## config.mk

```make
export PLATFORM = sky130hd
export DESIGN_NAME = mem_bus_arbiter
export DESIGN_NICKNAME = d
export VERILOG_FILES = /design/src/rtl/mem_bus_arbiter.sv
export SDC_FILE = /design/constraint.sdc
export NUM_CORES = 1
export LEC_CHECK = 0
export ABC_AREA = 1
export CORE_AREA = 4 4 146 120
export DETAILED_ROUTE_END_ITERATION = 6
export DIE_AREA = 0 0 150 124
export HOLD_SLACK_MARGIN = 0.03
export PLACE_DENSITY = 0.85
export SYNTH_ARGS = -nofsm -noshare
export SYNTH_HDL_FRONTEND = slang
export SYNTH_SLANG_ARGS = --single-unit
```

## constraint.sdc

```tcl
create_clock -name Clk -period 3.6 [get_ports Clk]
set_clock_uncertainty 0.1 [all_clocks]
set_input_delay 0.54 -clock Clk [delete_from_list [all_inputs] [get_ports Clk]]
set_output_delay 0.54 -clock Clk [all_outputs]
set_load 0.01 [all_outputs]
```

## src/rtl/mem_bus_arbiter.sv

```systemverilog
// Two-port round-robin arbiter in front of a single-port, variable-latency data memory.
// One transaction at a time: IDLE grants, BUSY waits for M_Ready or timeout, DONE acks.
module mem_bus_arbiter #(
  parameter int unsigned TIMEOUT = 16
) (
  input  logic        Clk,
  input  logic        Reset,
  input  logic        P_Req,
  input  logic        P_Write,
  input  logic [31:0] P_Addr,
  input  logic [31:0] P_WData,
  output logic [31:0] P_RData,
  output logic        P_Ack,
  output logic        P_Err,
  output logic        P_Stall,
  input  logic        L_Req,
  input  logic        L_Write,
  input  logic [31:0] L_Addr,
  input  logic [31:0] L_WData,
  output logic [31:0] L_RData,
  output logic        L_Ack,
  output logic        L_Err,
  output logic        M_En,
  output logic        M_Write,
  output logic [31:0] M_Addr,
  output logic [31:0] M_WData,
  input  logic [31:0] M_RData,
  input  logic        M_Ready
);

  typedef enum logic [1:0] {IDLE, BUSY, DONE} state_e;
  typedef enum logic {GRANT_P, GRANT_L} port_e;

  state_e      state, next_state;
  port_e       grant, last_grant, next_grant;
  logic [7:0]  wait_cnt;
  logic        lat_write;
  logic [31:0] lat_addr, lat_wdata;
  logic        err_flag;
  logic [31:0] p_rdata_q, l_rdata_q;
  logic        timeout_hit;

  assign timeout_hit = (wait_cnt == 8'(TIMEOUT - 1));

  // NOTE: sequential state uses non-blocking assignments so every flop samples pre-edge values.
  always_ff @(posedge Clk or negedge Reset) begin
    if (!Reset) state <= IDLE;
    else        state <= next_state;
  end

  // NOTE: every signal written here gets a default first, otherwise a latch is inferred.
  always_comb begin
    next_state = state;
    next_grant = grant;
    case (state)
      IDLE: begin
        if (P_Req || L_Req) begin
          next_state = BUSY;
          if (P_Req && L_Req) next_grant = (last_grant == GRANT_P) ? GRANT_L : GRANT_P;
          else                next_grant = P_Req ? GRANT_P : GRANT_L;
        end
      end
      BUSY:    if (M_Ready || timeout_hit) next_state = DONE;
      DONE:    next_state = IDLE;
      default: next_state = IDLE;
    endcase
  end

  // A ready in the timeout cycle wins: success is tested before the abort path.
  always_ff @(posedge Clk or negedge Reset) begin
    if (!Reset) begin
      grant      <= GRANT_P;
      last_grant <= GRANT_L;
      wait_cnt   <= 8'd0;
      lat_write  <= 1'b0;
      lat_addr   <= 32'h0;
      lat_wdata  <= 32'h0;
      err_flag   <= 1'b0;
      p_rdata_q  <= 32'h0;
      l_rdata_q  <= 32'h0;
    end else begin
      case (state)
        IDLE: begin
          if (next_state == BUSY) begin
            grant     <= next_grant;
            wait_cnt  <= 8'd0;
            err_flag  <= 1'b0;
            lat_write <= (next_grant == GRANT_P) ? P_Write : L_Write;
            lat_addr  <= (next_grant == GRANT_P) ? P_Addr  : L_Addr;
            lat_wdata <= (next_grant == GRANT_P) ? P_WData : L_WData;
          end
        end
        BUSY: begin
          if (M_Ready) begin
            if (!lat_write) begin
              if (grant == GRANT_P) p_rdata_q <= M_RData;
              else                  l_rdata_q <= M_RData;
            end
          end else if (timeout_hit) begin
            err_flag <= 1'b1;
            if (grant == GRANT_P) p_rdata_q <= 32'h0;
            else                  l_rdata_q <= 32'h0;
          end else begin
            wait_cnt <= wait_cnt + 8'd1;
          end
        end
        DONE:    last_grant <= grant;
        default: ;
      endcase
    end
  end

  // Requester outputs decode registered state only; no M_* input reaches them within a cycle.
  always_comb begin
    M_En    = 1'b0;
    M_Write = 1'b0;
    P_Ack   = 1'b0;
    L_Ack   = 1'b0;
    P_Err   = 1'b0;
    L_Err   = 1'b0;
    case (state)
      BUSY: begin
        M_En    = 1'b1;
        M_Write = lat_write;
      end
      DONE: begin
        P_Ack = (grant == GRANT_P);
        L_Ack = (grant == GRANT_L);
        P_Err = (grant == GRANT_P) && err_flag;
        L_Err = (grant == GRANT_L) && err_flag;
      end
      default: ;
    endcase
  end

  assign M_Addr  = lat_addr;
  assign M_WData = lat_wdata;
  assign P_RData = p_rdata_q;
  assign L_RData = l_rdata_q;
  assign P_Stall = P_Req & ~P_Ack;

endmodule

```

# --- Yosys cells after proc, flatten, opt, wreduce, memory -nomap -nowiden ---
# Index checks and enable logic that the tools add are counted.
totals:
  regBits: 142
  out_inout_bits: 135
classes:
  add_sub_neg: 1
  n_eq_ne: 9
  n_mux: 35
  bitwise: 3
  n_reduce_logical: 13
op_table:
  columns: ["cell", "count"]
  rows:
  - ["$mux 32", 12]
  - ["$mux 8", 3]
  - ["$pmux 8 s2", 1]
  - ["$reduce_and 4->1", 4]
  - ["$mux 1", 15]
  - ["$ne 2x2->1 const B", 5]
  - ["$add 8x1->8 const B", 1]
  - ["$eq 8x4->1 const B", 1]
  - ["$eq 2x1->1 const B", 2]
  - ["$mux 2", 2]
  - ["$pmux 2 s2", 1]
  - ["$reduce_bool 2->1", 2]
  - ["$logic_and 1x1->1", 3]
  - ["$eq 2x2->1 const B", 1]
  - ["$logic_not 2->1", 1]
  - ["$logic_or 1x1->1", 2]
  - ["$not 1->1", 2]
  - ["$pmux 1 s2", 1]
  - ["$reduce_and 2->1", 1]
  - ["$and 1x1->1", 1]

# --- Depth between registers and ports, before layout ---
# Gate-level depths: netlist (run 1).
logic_depth:
  word_depth: 7
  ltp_mapped: 9

# --- Worst setup path after synthesis (run 1) ---
# No wires, ideal clock.
synth_path:
  path_type: "register to output"
  from: "register state[0]"
  to: "output port P_Err"
  t_arrival_ns: 1.019
  required_ns: 2.960
  slack_ns: 1.941
  path_stages_with_launch: 6
  n_path_buf: 0
  cell_sequence: "dfrtp_1 nor2_1 inv_1 nor2_1 inv_1 nor2_1"
synth_via:
  elab_chain_len: 2
synth_rtl:
  columns: ["item", "line", "rtl"]
  rows:
  - ["start: declaration", "34", "state_e state, next_state;"]
  - ["start signal: assignment", "48", "else state <= next_state;"]
  - ["$eq 2x2->1", "121", "case (state)"]
  - ["$mux 1", "121", null]
  - ["end: declaration", "14", "output logic P_Err,"]
# Every way passes these cells.

# --- Final worst setup path (run 1) ---
# Ends and elaborated chain as after synthesis.

==> metrics, run 1 <==
gr ovfl total 0; Mean Syn Cell Area 7.22 sq um; fmax 0.387 GHz; Cell Area, Synth ~7400 sq um; max-cap check violation count 0; clk root buf clkbuf_16; WL/cell ~16 microns; Port Buffers roughly 300; die area around 19000 sq um; status complete, no violations; crit-path max FO 4; Max H-tree Level 4; largest net degree at the start of global routing 74; num rows between 40 and 50; clock-pin slew on the worst setup and hold paths ~0.06 ns; Core Region 16200 sq um; WHS 0.0112 ns; routability congestion estimate about 0.85; most frequent cells in the layout 386 x nand2_1, 300 x clkdlybuf4s50_1, 177 x inv_1; Synth Warn # 0; initial core utilization a little under half; Area growth, synth to finish 50.1%; CP endpoint kind primary output; Net Switching around 3600 uW; Pint approximately 5300 uW; vias in the first global route between 7000 and 8000; max_slew headroom roughly 47%; WP data arrival 1.94 ns; Distinct cells, synth 25; DRT Wirelength about 24 mm; Final period util 71.8%; Worst Hold Class input port to asynchronous set/reset pin; Reg power frac 31.6%; Max Root-Sink Buffers 2; hold buffer count at cts 0; die width 150 microns; post-cts resize count 0; sw frac 40.2%; initial antenna violation count 2; clock power share between 10% and 20%; Cells after Synth roughly 1000; initial DRC count between 500 and 600; antenna viol nets, final 0; setup bufs post-CTS 0; Comb pwr share between 40% and 50%; Critical Path RT 2.96 ns; worst skew pair latency approximately 0.42 ns; total negative slack 0 ns; io pins roughly 300; Tmin final approximately 2.6 ns; Die H roughly 120 microns; Total Routing Usage GR 26.2%; Worst Setup Start Kind register; sequential area share after synthesis between 40% and 50%; Residual DRC 0; RSZ-0062 raised after global routing false; Vias about 7600; fin. max-slew vios 0; Final #Nets 1457; Synth Register Bits approximately 140; TritonCTS clock tree built; Sink Count 142; WS Path Type register to primary output; Tightest Pin Transition roughly 0.8 ns; global-route wire length before repair 38.1 mm; commonest non-fill, non-tap cell in the layout nand2_1; hpwl dp about 17 mm; setup violators final 0; drt pass-1 iters 5; final hold viol count 0; share of cells above drive strength 1 under 10%; vias per cell 4.97; total CTS buffers 17; syn nets approximately 1200; VDD IR max between 0.4 and 0.5 mV; leakage a little under 0.006 uW; PD cells ~800 nW/um^2
==> power groups by stage <==
stage                     Combinational, uW  Clock, uW  Sequential, uW
after floorplan                        1820          0            3040
after global placement                 4230          0            2780
after detailed placement               4350          0            2770
after CTS                              4350       1760            2790
after global routing                   4730       1850            2880
final                                  4320       1730            2790
==> final timing paths <==
path / endpoint / slack [ns] / cells after the start / from
worst max-delay path: P_Err / 1.02 / 6 / state[0]
worst max register to register: P_RData[5] / 1.28 / 8 / wait_cnt[0]
worst min-delay path: P_RData[22] / 0.01 / 1 / Reset
min in group Clk: P_RData[30] / 0.37 / 2 / P_RData[30]
max in group asynchronous: last_grant / 2.50 / 2 / Reset
worst min register to register: P_RData[30] / 0.37 / 2 / P_RData[30]
==> stage by stage <==
| step | instance area (sq um) | power, uW | setup slack [ns] | cells | utilization, % |
|---|---|---|---|---|---|
| global route | 11100 | 9460 | 0.922 | 1524 | 68.3 |
| global placement | 10500 | 7010 | 1.06 | 1490 | 64.7 |
| finish | 11100 | 8840 | 1.02 | 1524 | 68.3 |
| CTS | 11100 | 8900 | 0.993 | 1522 | 68.3 |
| detailed placement | 10500 | 7120 | 1.00 | 1490 | 64.7 |
| floorplan | 7370 | 4860 | 1.94 | 1021 | - |
==> final cells by class <==
| cell class | instances | area [sq um] |
|---|---|---|
| Fill cell | 1335 | 5120 |
| Sequential cell | 142 | 3550 |
| Tap cell | 220 | 275 |
| Multi-Input combinational cell | 634 | 2830 |
| Clock buffer | 17 | 425 |
| Inverter | 178 | 668 |
| Clock inverter | 15 | 154 |
| Timing Repair Buffer | 316 | 3150 |
| Antenna cell | 2 | 5.00 |
==> logic make-up (layout without fill, tap and decap cells) <==
| kind of cell | count (synthesis) | after routing | synth area share [%] |
|---|---|---|---|
| simple gates | 624 | 624 | 36.8 |
| compound gates | 6 | 6 | 0.645 |
| fa+ha+maj | 1 | 1 | 0.170 |
| buf+inv | 245 | 526 | 13.8 |
| xor+xnor | 3 | 3 | 0.357 |
| other cells | 0 | 2 | 0 |
| flops | 142 | 142 | 48.2 |
==> registers in the layout (all words and copies together), names as in the netlist <==
register    count
L_RData        32
M_Addr         32
M_WData        32
P_RData        32
wait_cnt        8
state           2
err_flag        1
grant           1
last_grant      1
lat_write       1
==> critical path: stages (launching register included) <==
cell             delay (ns)
dfrtp_1                0.40
nor2_1                 0.11
inv_1                  0.09
nor2_1                 0.21
inv_1                  0.09
nor2_1                 0.09
clkdlybuf4s50_1        0.54
==> cells in the mapped netlist <==
| cell type | number | area [sq um] |
|---|---|---|
| dfstp_2 | 1 | 26.3 |
| nand2_1 | 389 | 1460 |
| inv_1 | 178 | 668 |
| xor2_1 | 2 | 17.5 |
| nand2_2 | 1 | 6.26 |
| a21oi_1 | 1 | 5.00 |
| xnor2_1 | 1 | 8.76 |
| o21ai_2 | 1 | 8.76 |
| o21ai_1 | 1 | 5.00 |
| nor3_1 | 1 | 5.00 |
| ha_1 | 1 | 12.5 |
| o21bai_4 | 1 | 18.8 |
| o21ai_0 | 2 | 10.0 |
| nand3_2 | 2 | 20.0 |
| buf_6 | 6 | 67.6 |
| nor2_2 | 1 | 6.26 |
| nand4_1 | 64 | 400 |
| clkbuf_1 | 19 | 71.3 |
| nand3_4 | 1 | 17.5 |
| dfrtp_1 | 141 | 3530 |
| buf_4 | 4 | 30.0 |
| nand3_1 | 144 | 721 |
| buf_2 | 28 | 140 |
| nor2_1 | 21 | 78.8 |
| buf_1 | 10 | 37.5 |
==> metal layers <==
layer / track usage (%) / wire length [microns]
met5: 0 / 0
met1: 31.3 / 9150
met4: 9.94 / 683
met2: 43.5 / 11900
met3: 9.86 / 2650
Note: power is estimated with default switching activity, not from simulation.
==> inputs of run 2 (changes only) <==
--- a/config.mk
+++ b/config.mk
@@ -6,11 +6,11 @@
 export NUM_CORES = 1
 export LEC_CHECK = 0
 export ABC_AREA = 1
-export CORE_AREA = 4 4 146 120
+export CORE_AREA = 4 4 159 130
 export DETAILED_ROUTE_END_ITERATION = 6
-export DIE_AREA = 0 0 150 124
+export DIE_AREA = 0 0 163 134
 export HOLD_SLACK_MARGIN = 0.03
-export PLACE_DENSITY = 0.85
+export PLACE_DENSITY = 0.76
 export SYNTH_ARGS = -nofsm -noshare
 export SYNTH_HDL_FRONTEND = slang
 export SYNTH_SLANG_ARGS = --single-unit
==> constraint.sdc (replaced) <==
create_clock -name Clk -period 2.1 [get_ports Clk]
set_clock_uncertainty 0.1 [all_clocks]
set_input_delay 0.315 -clock Clk [delete_from_list [all_inputs] [get_ports Clk]]
set_output_delay 0.315 -clock Clk [all_outputs]
set_load 0.01 [all_outputs]
==> metrics, run 2 (synthesized netlist as in run 1, its figures left out) <==
worst reg-to-reg path cell count 6; Core Region around 19000 sq um; status complete, no violations; Tmin final 1.97 ns; total CTS buffers 17; post-route cell area 11400 sq um; total negative slack 0 ns; setup violators final 0; largest net degree at the start of global routing 50; R2R Path Start wait_cnt[0]; Vias 7549; WP data arrival 1.55 ns; die area ~22000 sq um; Crit path depth 7; hpwl dp 18.0 mm; WS Path Type register to primary output; final hold viol count 0; PD cells around 1400 nW/um^2; gr ovfl total 0; Reg2Reg Setup Slack roughly 0.16 ns; Final period util between 90% and 100%; fin util 60.4%; fin. max-slew vios 0; vias in the first global route between 7000 and 8000; Critical Path RT around 1.7 ns; num rows 45; Sink Count between 100 and 150; crit-path max cell delay 0.41 ns; CP endpoint kind primary output; crit-path cells nor2_2 -> inv_2 -> nor2_4 -> inv_1 -> nand2_1 -> inv_1 -> dlygate4sd2_1; most frequent cells in the layout 386 x nand2_1, 293 x clkdlybuf4s50_1, 176 x inv_1; vias per cell roughly 4.8; TritonCTS clock tree built; commonest non-fill, non-tap cell in the layout nand2_1; RSZ-0062 raised after global routing false; worst skew pair latency about 0.42 ns; drt pass-1 iters 5; max-cap check violation count 0; clock-pin slew on the worst setup and hold paths around 0.060 ns; DRT Wirelength between 20 and 30 mm; Max Root-Sink Buffers 2; Tightest Pin Transition 0.406 ns; RR Endpoint L_RData[1]; Max H-tree Level 4; clk root buf clkbuf_16; initial core utilization between 30% and 40%; delay-heaviest family, CP buffers and inverters; global-route wire length before repair about 40 mm; slowest cell on the critical path dfrtp_1; Port Buffers roughly 300; CP most frequent cell inv_1; crit-path max FO 4; Final #Nets 1477; Die H 134 microns; antenna viol nets, final 0; Area growth, synth to finish 55.0%; Worst Hold Class input port to asynchronous set/reset pin; routability congestion estimate between 0.8 and 0.9; Total Routing Usage GR approximately 23%; leakage a little over 0.006 uW; io pins roughly 300; Cell Area, Placed 10800 sq um; WL/cell between 15 and 20 microns; max_slew headroom 73.0%; Worst Setup Start Kind register; Residual DRC 0; VDD IR max between 0.5 and 0.6 mV; fmax between 0.5 and 0.6 GHz; initial antenna violation count 2; initial DRC count roughly 480; die width 163 microns; share of cells above drive strength 1 approximately 6.5%; Buf/Inv on CP 4
[run 2: timing repair]
action / CTS / global route
gates resized for setup: 8 / 5
hold endpoints to repair: 37 / 0
hold buffers: 1 / 0
pin swaps: 0 / 0
buffers inserted: 0 / 0
setup endpoints to repair: 7 / 2
[run 2: cell type report]
cell class | instances | area, sq um
inverter | 178 | 668
clock inverter | 11 | 154
tap | 258 | 323
clock buffer | 21 | 480
antenna | 2 | 5.00
sequential | 142 | 3550
fill | 1690 | 7490
multi-input combinational | 634 | 2840
timing repair buffer | 336 | 3400
[run 2: layer usage]
layer  track usage, %  wire, microns  vias to the layer above  part of all wire [%]
met5                0              0                        -                     0
met4             7.31            503                        0                   2.0
met3             9.16           2650                       34                    11
met2             36.5          11900                      314                    48
met1             28.7           9950                     3499                    40
li1                 -              -                     3702                     -
[run 2: power breakdown]
part           switching [uW]  internal [uW]
Sequential                790           4000
Clock                    1230           2010
Combinational            4070           3690
[run 2: worst max-delay path by stage]
| stage | end | slack, ns | startpoint |
|---|---|---|---|
| 4_1_cts | P_Err | 0.05 | state[0] |
| 2_1_floorplan | P_RData[10] | 0.56 | wait_cnt[0] |
| 3_3_place_gp | M_WData[13] | 0.15 | P_Req |
| 3_5_place_dp | M_WData[15] | 0.12 | P_Req |
| 6_report | P_Stall | 0.13 | state[0] |
| 5_1_grt | P_RData[27] | 0.007 | wait_cnt[0] |
[run 2: stage by stage]
stage / hold slack [ns] / power [uW] / cells / worst slack, ns
2_1_floorplan: -0.0806 / 8330 / 1021 / 0.562
3_3_place_gp: 0.164 / 12500 / 1547 / 0.148
3_5_place_dp: 0.161 / 12600 / 1547 / 0.115
4_1_cts: 0.286 / 15900 / 1580 / 0.0480
5_1_grt: 0.314 / 16900 / 1582 / 0.00670
6_report: 0.278 / 15800 / 1582 / 0.133
